===== src/rtl/noc_sched_pkg.sv =====
// Shared definitions for the PCI <-> NoC scheduler.
//   - packet field offsets (packet layout is {seq, dst_y, dst_x, data}, MSB first)
//   - frame FSM state encoding
//   - rr_next: wrapping increment used for the round-robin destination walk
package noc_sched_pkg;

    typedef enum logic [1:0] {
        IDLE  = 2'd0,
        RUN   = 2'd1,
        DRAIN = 2'd2
    } sched_state_e;

    // DATA field always sits at the bottom of the packet.
    localparam int PKT_DATA_LSB = 0;

    // Field widths are the module parameters (DATA_W, X_W, Y_W, SEQ_W).
    function automatic int pkt_dst_x_lsb(input int data_w);
        return data_w;
    endfunction

    function automatic int pkt_dst_y_lsb(input int data_w, input int x_w);
        return data_w + x_w;
    endfunction

    function automatic int pkt_seq_lsb(input int data_w, input int x_w, input int y_w);
        return data_w + x_w + y_w;
    endfunction

    // Next coordinate in a 0..size-1 walk; wraps to 0 after size-1.
    function automatic logic [31:0] rr_next(input logic [31:0] cur, input logic [31:0] size);
        return (cur >= size - 32'd1) ? 32'd0 : cur + 32'd1;
    endfunction

endpackage


===== src/rtl/noc_sched_rob.sv =====
// Reorder buffer for returned NoC packets.
// Tag-indexed storage with one valid bit per slot. Returned packets are written
// at their sequence tag; the head pointer walks tags in order so results leave
// in the order the bytes were injected.
// Ports:
//   clk, rst           clock, asynchronous active-low reset
//   wr_en/wr_seq/wr_data  ejection write (always accepted)
//   none_outstanding   no tag currently in flight (write is then an error)
//   rd_en              pop the head slot (only when head_vld)
//   head_vld/head_data head slot contents
//   err                sticky: duplicate tag or return with nothing in flight
module noc_sched_rob
    import noc_sched_pkg::*;
#(
    parameter int DATA_W = 8,
    parameter int SEQ_W  = 4
) (
    input  logic              clk,
    input  logic              rst,
    input  logic              wr_en,
    input  logic [SEQ_W-1:0]  wr_seq,
    input  logic [DATA_W-1:0] wr_data,
    input  logic              none_outstanding,
    input  logic              rd_en,
    output logic              head_vld,
    output logic [DATA_W-1:0] head_data,
    output logic              err
);

    localparam int DEPTH = 2 ** SEQ_W;

    logic [DEPTH-1:0]  slot_vld;
    logic [DATA_W-1:0] slot_data [DEPTH];
    logic [SEQ_W-1:0]  head;

    // Clear of the popped slot is written before the set so that a write to the
    // slot being popped in the same cycle leaves it valid.
    always_ff @(posedge clk or negedge rst) begin
        if (!rst) begin
            slot_vld <= '0;
            head     <= '0;
            err      <= 1'b0;
        end else begin
            if (rd_en) begin
                slot_vld[head] <= 1'b0;
                head           <= head + 1'b1;
            end
            if (wr_en) begin
                slot_vld[wr_seq] <= 1'b1;
                if (slot_vld[wr_seq] || none_outstanding) begin
                    err <= 1'b1;
                end
            end
        end
    end

    // Payload storage is not reset; slot_vld qualifies every read.
    always_ff @(posedge clk) begin
        if (wr_en) begin
            slot_data[wr_seq] <= wr_data;
        end
    end

    // The head read sees the registered valid bit, so a same-cycle write to the
    // head slot is picked up one cycle later.
    assign head_vld  = slot_vld[head];
    assign head_data = slot_data[head];

endmodule


===== src/rtl/noc_pci_scheduler.sv =====
// PCI byte stream <-> NxN mesh scheduler.
// Forward: each accepted PCI byte becomes one packet {seq, dst_y, dst_x, data},
// destinations walked round-robin (x fastest, then y). Return: packets come back
// out of order and are released to PCI in original order via noc_sched_rob.
// A frame of FRAME_LEN bytes is tracked; o_frame_done pulses once all of it has
// been returned.
// Ports:
//   clk, rst                       clock, asynchronous active-low reset
//   i_valid_pci/i_data_pci/o_ready_pci   PCI byte input
//   o_valid_pci/o_data_pci/i_ready_pci   PCI in-order result output
//   o_noc_valid/o_noc_data/i_noc_ready   NoC injection
//   i_noc_valid/i_noc_data/o_noc_ready   NoC ejection (always ready)
//   o_frame_done                   one-cycle end-of-frame pulse
//   o_err                          sticky protocol error
// Optional build macro NOC_SCHED_PERF_CNT_EN adds saturating stall counters
//   o_stall_in  (input byte waiting on o_ready_pci)
//   o_stall_out (result waiting on i_ready_pci)
module noc_pci_scheduler
    import noc_sched_pkg::*;
#(
    parameter int  X_SIZE    = 4,
    parameter int  Y_SIZE    = 4,
    parameter int  DATA_W    = 8,
    parameter int  SEQ_W     = 4,
    parameter int  FRAME_LEN = 262144,
    localparam int X_W       = $clog2(X_SIZE),
    localparam int Y_W       = $clog2(Y_SIZE),
    localparam int PKT_W     = SEQ_W + Y_W + X_W + DATA_W
) (
    input  logic              clk,
    input  logic              rst,
    input  logic              i_valid_pci,
    input  logic [DATA_W-1:0] i_data_pci,
    output logic              o_ready_pci,
    output logic [DATA_W-1:0] o_data_pci,
    output logic              o_valid_pci,
    input  logic              i_ready_pci,
    output logic              o_noc_valid,
    output logic [PKT_W-1:0]  o_noc_data,
    input  logic              i_noc_ready,
    input  logic              i_noc_valid,
    input  logic [PKT_W-1:0]  i_noc_data,
    output logic              o_noc_ready,
    output logic              o_frame_done,
    output logic              o_err
`ifdef NOC_SCHED_PERF_CNT_EN
    ,
    output logic [31:0]       o_stall_in,
    output logic [31:0]       o_stall_out
`endif
);

    localparam int DEPTH     = 2 ** SEQ_W;
    localparam int FCNT_W    = $clog2(FRAME_LEN + 1);
    localparam int DSTX_LSB  = pkt_dst_x_lsb(DATA_W);
    localparam int SEQ_LSB   = pkt_seq_lsb(DATA_W, X_W, Y_W);

    localparam logic [SEQ_W:0]  OUT_MAX    = (SEQ_W + 1)'(DEPTH);
    localparam logic [X_W-1:0]  X_LAST     = X_W'(X_SIZE - 1);
    localparam logic [FCNT_W-1:0] FRAME_LAST = FCNT_W'(FRAME_LEN - 1);

    sched_state_e      state, state_nxt;
    logic [FCNT_W-1:0] frame_cnt;
    logic [SEQ_W:0]    outstanding;
    logic [SEQ_W-1:0]  seq_wr;
    logic [X_W-1:0]    cur_x;
    logic [Y_W-1:0]    cur_y;
    logic              ready_en;

    logic              acc_in;
    logic              out_load;
    logic              drain_ok;

    logic              noc_vld_p1;
    logic [PKT_W-1:0]  noc_pkt_p1;
    logic              pci_vld_p1;
    logic [DATA_W-1:0] pci_data_p1;

    logic              head_vld;
    logic [DATA_W-1:0] head_data;

    // Destination bits of returned packets carry no information here.
    logic              unused_dst;
    assign unused_dst = ^i_noc_data[SEQ_LSB-1:DSTX_LSB];

    // ready_en drops with reset so o_ready_pci reads 0 during reset without
    // routing the reset net into combinational logic.
    always_ff @(posedge clk or negedge rst) begin
        if (!rst) ready_en <= 1'b0;
        else      ready_en <= 1'b1;
    end

    assign o_ready_pci = ready_en && (state != DRAIN) && (outstanding < OUT_MAX)
                         && (!noc_vld_p1 || i_noc_ready);
    assign acc_in      = i_valid_pci && o_ready_pci;
    assign out_load    = head_vld && (!pci_vld_p1 || i_ready_pci);
    assign drain_ok    = (outstanding == '0) && !noc_vld_p1 && (!pci_vld_p1 || i_ready_pci);

    // ---- stage p1: injection register (PCI accept -> packet) ----
    always_ff @(posedge clk or negedge rst) begin
        if (!rst) begin
            noc_vld_p1 <= 1'b0;
            noc_pkt_p1 <= '0;
        end else if (acc_in) begin
            noc_vld_p1 <= 1'b1;
            noc_pkt_p1 <= {seq_wr, cur_y, cur_x, i_data_pci};
        end else if (i_noc_ready) begin
            noc_vld_p1 <= 1'b0;
        end
    end

    always_ff @(posedge clk or negedge rst) begin
        if (!rst) begin
            seq_wr <= '0;
            cur_x  <= '0;
            cur_y  <= '0;
        end else if (acc_in) begin
            seq_wr <= seq_wr + 1'b1;
            cur_x  <= X_W'(rr_next(32'(cur_x), 32'(X_SIZE)));
            if (cur_x == X_LAST) begin
                cur_y <= Y_W'(rr_next(32'(cur_y), 32'(Y_SIZE)));
            end
        end
    end

    // In flight from PCI accept until the result is loaded into the output register.
    always_ff @(posedge clk or negedge rst) begin
        if (!rst) begin
            outstanding <= '0;
        end else begin
            case ({acc_in, out_load})
                2'b10:   outstanding <= outstanding + 1'b1;
                2'b01:   outstanding <= outstanding - 1'b1;
                default: outstanding <= outstanding;
            endcase
        end
    end

    noc_sched_rob #(
        .DATA_W (DATA_W),
        .SEQ_W  (SEQ_W)
    ) u_rob (
        .clk              (clk),
        .rst              (rst),
        .wr_en            (i_noc_valid),
        .wr_seq           (i_noc_data[SEQ_LSB +: SEQ_W]),
        .wr_data          (i_noc_data[PKT_DATA_LSB +: DATA_W]),
        .none_outstanding (outstanding == '0),
        .rd_en            (out_load),
        .head_vld         (head_vld),
        .head_data        (head_data),
        .err              (o_err)
    );

    // ---- stage p1: PCI output register (ROB head -> PCI) ----
    always_ff @(posedge clk or negedge rst) begin
        if (!rst) begin
            pci_vld_p1  <= 1'b0;
            pci_data_p1 <= '0;
        end else if (out_load) begin
            pci_vld_p1  <= 1'b1;
            pci_data_p1 <= head_data;
        end else if (i_ready_pci) begin
            pci_vld_p1  <= 1'b0;
        end
    end

    assign o_noc_valid = noc_vld_p1;
    assign o_noc_data  = noc_pkt_p1;
    assign o_valid_pci = pci_vld_p1;
    assign o_data_pci  = pci_data_p1;
    assign o_noc_ready = 1'b1;

    // Frame FSM: state register
    always_ff @(posedge clk or negedge rst) begin
        if (!rst) state <= IDLE;
        else      state <= state_nxt;
    end

    // Frame FSM: next state. The accept that leaves IDLE is byte 1 of the frame.
    always_comb begin
        state_nxt = state;
        case (state)
            IDLE: begin
                if (acc_in) state_nxt = (FRAME_LEN == 1) ? DRAIN : RUN;
            end
            RUN: begin
                if (acc_in && (frame_cnt == FRAME_LAST)) state_nxt = DRAIN;
            end
            DRAIN: begin
                if (drain_ok) state_nxt = IDLE;
            end
            default: state_nxt = IDLE;
        endcase
    end

    // Frame FSM: outputs
    always_comb begin
        o_frame_done = 1'b0;
        if (state == DRAIN) o_frame_done = drain_ok;
    end

    always_ff @(posedge clk or negedge rst) begin
        if (!rst) begin
            frame_cnt <= '0;
        end else begin
            case (state)
                IDLE:    frame_cnt <= acc_in ? FCNT_W'(1) : '0;
                RUN:     if (acc_in) frame_cnt <= frame_cnt + 1'b1;
                default: frame_cnt <= frame_cnt;
            endcase
        end
    end

`ifdef NOC_SCHED_PERF_CNT_EN
    always_ff @(posedge clk or negedge rst) begin
        if (!rst) begin
            o_stall_in  <= '0;
            o_stall_out <= '0;
        end else begin
            if (i_valid_pci && !o_ready_pci && (o_stall_in != '1)) begin
                o_stall_in <= o_stall_in + 1'b1;
            end
            if (o_valid_pci && !i_ready_pci && (o_stall_out != '1)) begin
                o_stall_out <= o_stall_out + 1'b1;
            end
        end
    end
`endif

endmodule


===== config.mk =====
export PLATFORM = sky130hd
export DESIGN_NAME = noc_pci_scheduler
export DESIGN_NICKNAME = d
export VERILOG_FILES = /design/src/rtl/noc_sched_pkg.sv /design/src/rtl/noc_sched_rob.sv /design/src/rtl/noc_pci_scheduler.sv
export SDC_FILE = /design/constraint.sdc
export NUM_CORES = 1
export LEC_CHECK = 0
export CAP_MARGIN = 20
export CORE_MARGIN = 2
export CORE_UTILIZATION = 50
export DETAILED_ROUTE_END_ITERATION = 12
export PLACE_DENSITY_LB_ADDON = 0.05
export SYNTH_ARGS = -nofsm -noshare
export SYNTH_HDL_FRONTEND = slang
export SYNTH_SLANG_ARGS = --single-unit

===== constraint.sdc =====
create_clock -name clk -period 3.4 [get_ports clk]
set_input_delay 0.85 -clock clk [delete_from_list [all_inputs] [get_ports clk]]
set_output_delay 0.85 -clock clk [all_outputs]
set_load 0.02 [all_outputs]

-- After elaboration in Yosys (flattened, before gate mapping)
Memories as Yosys holds them, arrays and structs flattened. A register that Yosys moved wholly into a read port is not among the register bits.
Index checks and enable logic that the tools add are counted.
- add/subtract/negate cells: 7
- order comparisons: 7
- equal/unequal tests: 11
- muxes and demuxes: 27
- bitwise operators: 3
- reductions and logical operators: 26
- operator list (kind ; count):
    $pmux 19 s2 ; 1
    $mux 16 ; 2
    $add 19x1->19 const B ; 1
    $eq 19x18->1 const B ; 1
    $mux 19 ; 1
    $and 16x16->16 ; 1
    $not 16->16 ; 1
    $or 16x16->16 ; 1
    $mux 1 ; 12
    $logic_and 1x1->1 ; 10
    $lt 4x5->1 const B ; 2
    $mux 2 ; 5
    $ne 2x2->1 const B ; 5
    $pmux 5 s2 ; 1
    $add 4x1->4 const B ; 2
    $bmux 1 s4 ; 2
    $demux 1 s4 ; 2
    $ge 4x1->1 const B ; 2
    $reduce_bool 2->1 ; 4
    $eq 2x2->1 const B ; 3
    $pmux 2 s3 ; 1
    $reduce_and 2->1 ; 3
    $add 5x1->5 const B ; 1
    $logic_not 5->1 ; 1
    other kinds (9) ; 16
- register bits after elaboration: 74
- memory bits (writable): 128
- input bits: 30
- output and inout port bits: 30
- word-level logic and storage cells: 95
- memories kept: 1
- memory list (memory ; depth ; bits a word ; read ports ; clocked after Yosys merged registers in ; wr ports ; RTL line ; text):
    u_rob.slot_data ; 16 ; 8 ; 1 ; 1 ; 1 ; noc_sched_rob.sv:33 ; logic [DATA_W-1:0] slot_data [DEPTH];

-- Logic depth before layout (Yosys ltp)
- depth after elaboration: 9
- mapped depth: 15
- mapped depth without buffers: 12

-- Modules after synthesis
A second synthesis with hierarchy kept.
- cells, all modules: 616
- area, all modules: 9120.0 um2
- modules (own cells, without submodules) (module ; times used ; cells each ; area an instance (um2) ; seq. area each (um2)):
    noc_sched_rob ; 1 ; 305 ; 6075.8 ; 4369.2
    noc_pci_scheduler ; 1 ; 311 ; 3044.2 ; 1526.5

-- Worst setup path after synthesis
Ideal clock, no wire load.
- kind: in2reg
- start: input i_noc_ready
- end: register outstanding[4]
- setup time: 0.079 ns
- arrival: 3.276 ns
- required time: 3.321 ns
- slack: 0.045 ns
- stages: 13
- path buffers: 2
- path through: nand2b_1 and3_1 and2_0 inv_1 buf_1 ha_1 clkbuf_1 xor2_1 ha_1 a31oi_1 or2_2 a21oi_1 xor2_1
- longest elaborated chain between the ends: 5
- elaborated cells on any way between the ends: 7
- classes of those cells: eq/ne (2); mux (1); reduce/logical (4)
- ends and longest elaborated chain (what ; RTL line ; text):
    start: declaration ; noc_pci_scheduler.sv:40 ; input logic i_noc_ready,
    $logic_or 1x1->1 * ; noc_pci_scheduler.sv:94 ; && (!noc_vld_p1 || i_noc_ready);
    $logic_and 1x1->1 * ; noc_pci_scheduler.sv:94 ;
    $logic_and 1x1->1 * ; noc_pci_scheduler.sv:95 ; assign acc_in = i_valid_pci && o_ready_pci;
    $eq 2x1->1 / $eq 2x2->1 (equally long branches) ; noc_pci_scheduler.sv:131 ; case ({acc_in, out_load})
    $pmux 5 s2 / $reduce_bool 2->1 (equally long branches) ; -- ;
    end signal: assignment ; noc_pci_scheduler.sv:132 ; 2'b10: outstanding <= outstanding + 1'b1;
    end signal: assignment ; noc_pci_scheduler.sv:133 ; 2'b01: outstanding <= outstanding - 1'b1;
    end signal: assignment ; noc_pci_scheduler.sv:134 ; default: outstanding <= outstanding;
    end: declaration ; noc_pci_scheduler.sv:64 ; logic [SEQ_W:0] outstanding;
Mark *: on every way between the ends. The rest lies on a longest branch, timed or not.
A chain may end at the register's enable or synchronous reset.

-- Final worst setup path
- start: input i_noc_ready
- end: output o_ready_pci
- longest elaborated chain between the ends: 2
- ends and longest elaborated chain (what ; RTL line ; text):
    $logic_or 1x1->1 ; noc_pci_scheduler.sv:94 ;
    $logic_and 1x1->1 ; noc_pci_scheduler.sv:94 ;
    end: declaration ; noc_pci_scheduler.sv:34 ; output logic o_ready_pci,
Every way passes these cells.

==> results.md <==
* Max-cap violations at 0
* Fraction of post-synthesis cell area in the top cell type by area at 42.61%
* Relative slew slack at 46.42%
* Total non-filler cell area in the finished layout at 10700 sq um
* Worst clock skew at 0.01151 ns
* Maximum frequency from static timing analysis at 319.0 MHz
* Final period util at 92.19%
* Internal power consumption at 6142 uW
* Largest stage delay, worst path at 0.59 ns
* Warnings, synthesis at 0
* Area growth syn-to-layout at 18.60%
* Switching share of power at 31.90%
* RD Place Congestion at 0.8352
* Commonest cells in the netlist: 128 x sky130_fd_sc_hd__edfxtp_1, 94 x sky130_fd_sc_hd__nand2_1, 82 x sky130_fd_sc_hd__dfrtp_1, 39 x sky130_fd_sc_hd__nor2_1, 38 x sky130_fd_sc_hd__mux4_2
* Hpwl dp at 12630 um
* Chip width at 138.3 um
* Vias in the first global route at 5349
* Drt pass-1 iters at 4
* Clk slew on worst S/H paths at 0.06 ns
* Post-place instance area at 9985 sq um
* Number of rows created at floorplan at 49
* Endpoint required time on the critical path at 2.55 ns
* Remaining global-route overflow at 0
* Initial antenna violation count at 0
* Clk Latency, worst-skew pair at 0.51 ns
* Fill cell count at 1357
* CTS tree: done
* Number of nets in the finished design at 746
* Number of different library cells in the post-synthesis netlist at 54
* Category of the worst setup path capture point: output pin
* Result of the run: complete, no violations
* Dominant cell by count in the synthesized netlist: sky130_fd_sc_hd__edfxtp_1
* GRT Util Overall at 19.96%
* Fin worst setup slack at 0.2657 ns
* Synthesized area divided by synthesized cell count at 14.60 sq um
* NetSw at 2877 uW
* Synth area leader: sky130_fd_sc_hd__edfxtp_1
* Detail-routed net length per standard cell at 19.69 um
* Total of flip-flops plus latches after synthesis at 210
* Cts bufs inserted at 23
* Pre-CTS worst setup slack at 0.03367 ns
* Maximum number of pins on one net before global-route repair at 48
* CP delay by family, top: buffers and inverters
* Number of synthesized flops with an enable pin at 128
* Crit path buf inv count at 3
* Slowest CP cell: sky130_fd_sc_hd__clkdlybuf4s50_1
* Critical Path Fanout Max at 4
* Tightest Hold Check Type: input pin to asynchronous set/reset pin
* Leak at 0.004170 uW
* Slew of the pin with the lowest slew margin at 0.8020 ns
* Part of the total power dissipated in combinational logic at 34.8%
* Slew Viols, Final at 0
* DRC at 0
* Power density cells at 843.1 nW/um^2
* Critical Path Most Common Cell: sky130_fd_sc_hd__clkdlybuf4s50_1
* Core area at 17840 sq um
* WL final at 18680 um
* Number of buffers inserted by post-CTS setup repair at 0
* Nature of the critical path startpoint: input pin
* Number of levels in the clock H-tree at 1
* Total Die Area at 19130 sq um
* Ordered list of cells on the worst path: clkdlybuf4s50_1 -> nand2b_1 -> buf_4 -> and3_1 -> clkdlybuf4s50_1
* Sequential share of power at 39.1%
* Drt initial violations at 235
* Maximum count of clock buffers along a single path at 3
* Setup-violating endpoint count in the final report at 0
* Die span in y at 138.3 um
* Number of top-level design ports at 60
* Unrepaired setup endpoints after global routing: no
* Main flop type after synthesis: sky130_fd_sc_hd__edfxtp_1
* Antenna diode count at 0
* Number of cells upsized or downsized after cts at 0
* Ratio of cells with drive above 1 in the final layout at 17.92%
* Syn Inst Count at 618
* Ys async rst share at 39.05%
* Initial standard-cell utilization of the core at 50.56%
* Hold Buf Count CTS at 0
* CTS root buf: sky130_fd_sc_hd__clkbuf_16
* Utilization after layout at 59.97%
* Worst IR drop on VDD at 584.2 uV
* Post-synthesis instance area at 9021 sq um
* Critical path arrival at 2.28 ns
* Post-synthesis sequential area ratio at 65.35%
* Antenna-violating nets left at 0
* Fin crit period at 3.134 ns
* Clock tree sinks at 210
* Final hold violation count at 0
* Count of buffers from port buffering at 54
* Total via count in the routed design at 5295
* Critical path type: input pin to output pin
* Clk pwr share at 26.1%
* Setup TNS Final at 0 ns
* Wire length of the first global-routing pass at 29930 um
* Average via count per standard cell at 5.580
* Dominant cells by area after synthesis: sky130_fd_sc_hd__edfxtp_1 43%, sky130_fd_sc_hd__dfrtp_1 23%, sky130_fd_sc_hd__mux4_2 9.5%
kinds of logic after synthesis:
logic type | synth area share [%]
other cells | 0.04157
simple gates | 10.43
fa+ha+maj | 1.664
flops | 65.35
mux | 12.27
xor+xnor | 2.815
compound gates | 5.354
buf+inv | 2.066
state kept, by name, indices dropped and copies added, names as in the netlist:
register / cells
u_rob.slot_data: 128
frame_cnt: 19
o_noc_data: 16
u_rob.slot_vld: 16
o_data_pci: 8
outstanding: 5
seq_wr: 4
u_rob.head: 4
cur_x: 2
cur_y: 2
state: 2
o_noc_valid: 1
o_valid_pci: 1
ready_en: 1
u_rob.err: 1
worst register-to-register path, stage by stage, from the launching register on:
cell and delay (ns):
sky130_fd_sc_hd__dfrtp_1 0.51, sky130_fd_sc_hd__buf_4 0.21, sky130_fd_sc_hd__inv_1 0.13, sky130_fd_sc_hd__mux4_2 0.55, sky130_fd_sc_hd__nor3_2 0.15, sky130_fd_sc_hd__or2_4 0.16
sky130_fd_sc_hd__ha_1 0.25, sky130_fd_sc_hd__xor2_1 0.18, sky130_fd_sc_hd__ha_1 0.22, sky130_fd_sc_hd__a31oi_1 0.10, sky130_fd_sc_hd__or2_2 0.27, sky130_fd_sc_hd__a21oi_1 0.17
sky130_fd_sc_hd__xor2_1 0.15
layer usage:
layer | vias to the layer above | global-route usage, % | wire length [um]
met5 | - | 0 | 0
met4 | 0 | 5.532 | 471
met3 | 32 | 3.083 | 735
met2 | 129 | 33.32 | 9301
met1 | 2665 | 27.69 | 8175
li1 | 2469 | - | -
worst paths after layout:
check	from	depth (start not counted)	slack (ns)	endpoint
worst max register to register	u_rob.head[1]$_DFFE_PN0N_	12	0.28	outstanding[4]$_DFFE_PN0P_
worst min-delay path	rst	1	0.31	frame_cnt[4]$_DFFE_PN0P_
min in group clk	seq_wr[3]$_DFFE_PN0P_	1	0.47	seq_wr[3]$_DFFE_PN0P_
worst max-delay path	i_noc_ready	5	0.27	o_ready_pci
worst min register to register	seq_wr[3]$_DFFE_PN0P_	1	0.47	seq_wr[3]$_DFFE_PN0P_
max in group asynchronous	rst	2	2.46	o_data_pci[1]$_DFFE_PN0N_
layout by cell type, fill, tap and decap left out, drive strengths merged, types with 7 or more instances in the layout:
master and n:
mux2i 9, nand2 94, nand3 11, clkinv 8
mux2 12, ha 12, nor3 11, nor2 39
nand4 8, a22oi 17, xor2 22, edfxtp 128
xnor2 7, o21ai 9, a21o 18, clkbuf 29
dfrtp 82, buf 40, mux4 38, clkdlybuf4s50 52
nand2b 8
area by class of cell:
cell class	instances	area, sq um	share of cell area, %
clock buffers	29	598.1	5.590
clock inverters	12	112.6	1.053
inverters	4	15.01	0.1403
multi-input cells	372	2943	27.51
flip-flops and latches	210	5898	55.13
well taps	229	286.5	2.678
repair buffers	93	845.8	7.906
power by group through the flow:
stage	registers [uW]	logic (uW)	clock network, uW
4_1_cts	3520	3200	2420
2_1_floorplan	3560	2200	0
3_3_place_gp	3560	3130	0
5_1_grt	3580	3440	2530
6_report	3530	3140	2350
3_5_place_dp	3570	3200	0
through the flow:
step | instances | hold slack, ns | total power, uW
6_report | 949 | 0.3083 | 9020
5_1_grt | 949 | 0.3337 | 9548
4_1_cts | 949 | 0.3104 | 9138
3_5_place_dp | 908 | 0.4614 | 6770
3_3_place_gp | 908 | 0.4595 | 6689
2_1_floorplan | 619 | 0.4454 | 5755
No activity file was read; power rests on OpenSTA's default activity.
